[config.mk]
export PLATFORM = sky130hd
export DESIGN_NAME = tcon_word_assembler
export DESIGN_NICKNAME = d
export VERILOG_FILES = /design/src/rtl/tcon_word_assembler_pkg.sv /design/src/rtl/tcon_word_assembler_fifo.sv /design/src/rtl/tcon_word_assembler.sv
export SDC_FILE = /design/constraint.sdc
export NUM_CORES = 1
export LEC_CHECK = 0
export ABC_AREA = 1
export BUFFER_PORTS_ARGS = -buffer_cell sky130_fd_sc_hd__buf_2
export CAP_MARGIN = 20
export CORE_MARGIN = 2
export CORE_UTILIZATION = 27
export CTS_CLUSTER_DIAMETER = 50
export DETAILED_ROUTE_END_ITERATION = 16
export GPL_TIMING_DRIVEN = 0
export HOLD_SLACK_MARGIN = 0.12
export SLEW_MARGIN = 5
export SYNTH_ARGS = -nofsm -noshare
export SYNTH_HDL_FRONTEND = slang
export SYNTH_HIERARCHICAL = 1
export SYNTH_SLANG_ARGS = --single-unit
export TNS_END_PERCENT = 20
[constraint.sdc]
create_clock -name clk -period 4.1 [get_ports clk]
set_input_delay 1.025 -clock clk [delete_from_list [all_inputs] [get_ports clk]]
set_output_delay 1.025 -clock clk [all_outputs]
set_load 0.02 [all_outputs]
[src/rtl/tcon_word_assembler_pkg.sv]
// Shared definitions for the tcon word-transfer receive path.
package tcon_pkg;

  localparam int TCON_WORD_W = 8;

  typedef logic [TCON_WORD_W-1:0] tcon_word_t;

  typedef enum logic [1:0] {
    IDLE  = 2'd0,
    SHIFT = 2'd1,
    STALL = 2'd2
  } asm_state_e;

endpackage

[src/rtl/tcon_word_assembler_fifo.sv]
// Small synchronous FIFO holding assembled words; pointers carry one extra wrap bit.
module tcon_word_fifo
  import tcon_pkg::*;
#(
  parameter int WIDTH = TCON_WORD_W,
  parameter int DEPTH = 2
) (
  input  logic                     clk,
  input  logic                     rst,
  input  logic                     push,
  input  logic [WIDTH-1:0]         push_data,
  input  logic                     pop,
  output logic [WIDTH-1:0]         pop_data,
  output logic                     full,
  output logic                     empty,
  output logic [$clog2(DEPTH):0]   level
);

  localparam int AW = $clog2(DEPTH);
  localparam logic [AW:0] PTR_ONE = {{AW{1'b0}}, 1'b1};

  logic [WIDTH-1:0] mem_r [DEPTH];
  logic [AW:0]      wr_ptr_r;
  logic [AW:0]      rd_ptr_r;
  logic             wr_en_s;
  logic             rd_en_s;

  assign full     = (wr_ptr_r[AW] != rd_ptr_r[AW]) && (wr_ptr_r[AW-1:0] == rd_ptr_r[AW-1:0]);
  assign empty    = (wr_ptr_r == rd_ptr_r);
  assign level    = wr_ptr_r - rd_ptr_r;
  // A push into a full FIFO is legal only when the head leaves on the same edge.
  assign wr_en_s  = push && (!full || pop);
  assign rd_en_s  = pop && !empty;
  assign pop_data = mem_r[rd_ptr_r[AW-1:0]];

  // Storage and pointer update
  always_ff @(posedge clk) begin
    if (rst) begin
      wr_ptr_r <= {(AW+1){1'b0}};
      rd_ptr_r <= {(AW+1){1'b0}};
      for (int i = 0; i < DEPTH; i++) begin
        mem_r[i] <= {WIDTH{1'b0}};
      end
    end else begin
      if (wr_en_s) begin
        mem_r[wr_ptr_r[AW-1:0]] <= push_data;
        wr_ptr_r                <= wr_ptr_r + PTR_ONE;
      end
      if (rd_en_s) begin
        rd_ptr_r <= rd_ptr_r + PTR_ONE;
      end
    end
  end

endmodule

[src/rtl/tcon_word_assembler.sv]
// Serial-to-parallel word assembler: MSB-first shift, sync re-alignment, buffered word output.
module tcon_word_assembler
  import tcon_pkg::*;
#(
  parameter int WIDTH = TCON_WORD_W,
  parameter int DEPTH = 2
) (
  input  logic                     clk,
  input  logic                     rst,
  input  logic                     sin_valid,
  input  logic                     sin_bit,
  output logic                     sin_ready,
  input  logic                     sync,
  output logic                     word_valid,
  output logic [WIDTH-1:0]         word_data,
  input  logic                     word_ready,
  output logic                     partial_err,
  output logic [$clog2(DEPTH):0]   level
);

  localparam int CW = $clog2(WIDTH);
  localparam int LW = $clog2(DEPTH) + 1;
  localparam logic [CW-1:0] LAST_CNT = CW'(WIDTH - 1);
  localparam logic [CW-1:0] CNT_ONE  = {{(CW-1){1'b0}}, 1'b1};
  localparam logic [LW-1:0] FULL_LVL = LW'(DEPTH);

  logic [WIDTH-1:0] shift_r;
  logic [CW-1:0]    bit_cnt_r;
  asm_state_e       state_r;
  logic             partial_err_r;

  logic [WIDTH-1:0] shift_nxt_s;
  logic [CW-1:0]    cnt_nxt_s;
  asm_state_e       state_nxt_s;
  logic [LW-1:0]    level_nxt_s;
  logic             accept_s;
  logic             push_s;
  logic             pop_s;
  logic             fifo_full_s;
  logic             fifo_empty_s;

  // STALL means the last bit is pending against a full FIFO; a same-cycle pop frees it.
  assign sin_ready   = !((state_r == STALL) && !pop_s);
  assign accept_s    = sin_valid && sin_ready;
  assign word_valid  = !fifo_empty_s;
  assign pop_s       = word_valid && word_ready;
  assign partial_err = partial_err_r;

  // Next shift/count values; sync overrides word completion
  always_comb begin
    shift_nxt_s = shift_r;
    cnt_nxt_s   = bit_cnt_r;
    push_s      = 1'b0;
    if (sync) begin
      if (accept_s) begin
        shift_nxt_s = {{(WIDTH-1){1'b0}}, sin_bit};
        cnt_nxt_s   = CNT_ONE;
      end else begin
        shift_nxt_s = {WIDTH{1'b0}};
        cnt_nxt_s   = {CW{1'b0}};
      end
    end else if (accept_s) begin
      shift_nxt_s = {shift_r[WIDTH-2:0], sin_bit};
      if (bit_cnt_r == LAST_CNT) begin
        push_s    = 1'b1;
        cnt_nxt_s = {CW{1'b0}};
      end else begin
        cnt_nxt_s = bit_cnt_r + CNT_ONE;
      end
    end else begin
      push_s = 1'b0;
    end
  end

  // Next FSM state from the post-edge counter and FIFO occupancy
  always_comb begin
    level_nxt_s = level + LW'(push_s) - LW'(pop_s);
    if (cnt_nxt_s == {CW{1'b0}}) begin
      state_nxt_s = IDLE;
    end else if ((cnt_nxt_s == LAST_CNT) && (level_nxt_s == FULL_LVL)) begin
      state_nxt_s = STALL;
    end else begin
      state_nxt_s = SHIFT;
    end
  end

  // Shift register, bit counter, FSM state and error pulse
  always_ff @(posedge clk) begin
    if (rst) begin
      shift_r       <= {WIDTH{1'b0}};
      bit_cnt_r     <= {CW{1'b0}};
      state_r       <= IDLE;
      partial_err_r <= 1'b0;
    end else begin
      shift_r       <= shift_nxt_s;
      bit_cnt_r     <= cnt_nxt_s;
      state_r       <= state_nxt_s;
      partial_err_r <= sync && (bit_cnt_r != {CW{1'b0}});
    end
  end

  tcon_word_fifo #(
    .WIDTH (WIDTH),
    .DEPTH (DEPTH)
  ) u_fifo (
    .clk       (clk),
    .rst       (rst),
    .push      (push_s),
    .push_data (shift_nxt_s),
    .pop       (pop_s),
    .pop_data  (word_data),
    .full      (fifo_full_s),
    .empty     (fifo_empty_s),
    .level     (level)
  );

endmodule

==> results_dict.tcl <==
set metrics [dict create \
    status "completed" \
    max_freq_ghz 0.3313 \
    worstPathRequired_ps 4270 \
    syn_inst 208 \
    grt_pass1_wl_um 5865 \
    sw_frac_of_total 0.2053 \
    die_x_um 87.01 \
    reg2reg_to "state_r[0]" \
    nets 244 \
    post_cts.repair.setup_buffers 0 \
    vias_per_cell 4.399 \
    cp-start-kind "flip-flop" \
    cts_sinks 35 \
    first_global_vias 1322 \
    arrival_ps 3190 \
    p_leak_nw 0.9056 \
    drv_slew 0 \
    p_int_mw 0.6384 \
    ys_warn_count 6 \
    antenna_cells 0 \
    synth.cell_area_sq_um 1861 \
    dp_hpwl_um 2495 \
    cts_made_buffers 5 \
    row_count 30 \
    p_switching_mw 0.1649 \
    start_util 0.2769 \
    setup-tns-final_ps 0 \
    routedWlPerCell_um 10.88 \
    drt_iter0_drc 76 \
    syn_nets 220 \
    antenna_found_initial 0 \
    area_delta_synth_final_pct 17.08 \
    cp_max_fo 10 \
    io_pins 19 \
    r2r-start "u_fifo/wr_ptr_r[0]" \
    insertion_delay_ps 280 \
    place_congestion 0.8119 \
    cts-resized-gates 0 \
    post-route-drc-count 0 \
    final_hold_viol_count 0 \
    hold_depth 2 \
    crit_type "reg -> reg" \
    hold_end "shift_r[0]" \
    reg2regPathDepth 21 \
    reg2reg_setup_slack_ps 1080 \
    first_pass_iters 4 \
    die_area_sq_um 7571 \
    skew_ps 5.239 \
    cts_hold_buf 0 \
    track_usage 0.09939 \
    n_fill_cell 709 \
    p_per_area_nw_per_um2 368.8 \
    die_height_um 87.01 \
    hold_class "reg -> reg" \
    cp-end-kind "flip-flop" \
    core_sq_um 6719 \
    grt_overflow 0 \
    post-route-util 0.3242 \
    dr_wl_met2_um 1593 \
    cts_tree "done" \
    pwr-share-comb 0.077 \
    hp-start "shift_r[0]" \
    rsz0062_at_grt "false" \
    slew-limit-headroom 0.6113 \
    clockRootBuffer "clkbuf_8" \
    ant_nets 0 \
    met1_length_um 1680 \
    wirelength_um 3405 \
    top_layer "met4" \
    port_buffers 17 \
    min_period_ps 3018 \
    grt_max_degree 12 \
    clk_pin_slew_ps 70 \
    cts_max_level 2 \
    p_seq_frac 0.472 \
    worstMarginPinSlew_ps 583.1 \
    setup_viol 0 \
    drive_above_1_share 0.2575 \
    pwr-share-clk 0.451 \
    ctsLongestPathBuffers 2 \
    wl_met3_um 116 \
    irDropWorstVdd_mv 0.1520 \
    min_period_over_period 0.7361 \
    dr_total_vias 1377 \
    drv_cap 0 \
    avgSynthCellArea_sq_um 8.945 \
]
## worst max-delay path: stages, from the launching register on
cell     delay (ps)
dfxtp_1         350
inv_1            90
ha_1            370
nand3_2         130
inv_1            60
inv_2            60
nand2_2          80
nand2_4         120
nand2_4          70
buf_6           140
nor3_2          330
inv_1            90
ha_1            290
inv_1            50
ha_1            160
inv_1            50
nand2_1          50
nand2_1          50
nor2_1          150
nand3_1         100
nor2_1           90
nor2_1           50
## cells in the final DEF, fill, tap and decap left out, drive strengths merged, types with 8 or more instances in the layout
cell type   n
nand2      34
dfxtp      19
nor3        8
inv        35
nor2       40
edfxtp     16
buf        21
nand3      16
mux2        8
## worst max path at each step
stage / startpoint / end / slack, ps / depth (start not counted)
finish: u_fifo/wr_ptr_r[0] / state_r[0] / 1080 / 21
floorplan: u_fifo/wr_ptr_r[0] / state_r[0] / 1300 / 20
detailed placement: word_ready / state_r[0] / 960 / 17
global route: u_fifo/wr_ptr_r[0] / state_r[1] / 730 / 22
CTS: u_fifo/wr_ptr_r[0] / state_r[0] / 1030 / 21
global placement: word_ready / state_r[0] / 960 / 17
## area by class of cell
type / instances / area [sq um] / area share
Clock buffer: 6 / 72.57 / 0.03331
Sequential cell: 35 / 860.8 / 0.3952
Tap cell: 80 / 100.1 / 0.04595
Inverter: 35 / 131.4 / 0.06031
Timing Repair Buffer: 17 / 85.08 / 0.03906
Clock inverter: 2 / 60.06 / 0.02757
Multi-Input combinational cell: 133 / 833.3 / 0.3825
Buffer: 5 / 35.03 / 0.01608
## through the flow
| step | setup slack (ps) | area (sq um) | hold WS [ps] | power, mW | cells |
|---|---|---|---|---|---|
| 2_1_floorplan | 1300 | 1861 | 458.3 | 0.4320 | 208 |
| 3_3_place_gp | 964.8 | 2046 | 477.1 | 0.4484 | 305 |
| 6_report | 1082 | 2178 | 504.6 | 0.8033 | 313 |
| 3_5_place_dp | 957.4 | 2046 | 496.5 | 0.4493 | 305 |
| 4_1_cts | 1032 | 2178 | 508.6 | 0.8157 | 313 |
| 5_1_grt | 729.9 | 2178 | 530.8 | 0.8420 | 313 |
## per-layer routing
layer  global-route usage  vias up
li1                     -      725
met1               0.1259      626
met2               0.1596       24
met3              0.02844        2
met4              0.03835        0
met5                    0        -
## registers in the layout, indices dropped and copies added (netlist names), named ones only
| register | cells |
|---|---|
| u_fifo/rd_ptr_r | 2 |
| u_fifo/mem_r | 16 |
| state_r | 2 |
| bit_cnt_r | 3 |
| shift_r | 8 |
| u_fifo/wr_ptr_r | 2 |
| partial_err | 1 |
## power by group through the flow
| stage | Combinational, mW | Sequential, mW | Clock (mW) |
|---|---|---|---|
| 2_1_floorplan | 0.0456 | 0.386 | 0 |
| 3_3_place_gp | 0.0619 | 0.387 | 0 |
| 3_5_place_dp | 0.0622 | 0.387 | 0 |
| 4_1_cts | 0.0624 | 0.379 | 0.374 |
| 5_1_grt | 0.0702 | 0.380 | 0.392 |
| 6_report | 0.0619 | 0.379 | 0.362 |
No activity file was read; power rests on OpenSTA's default activity.
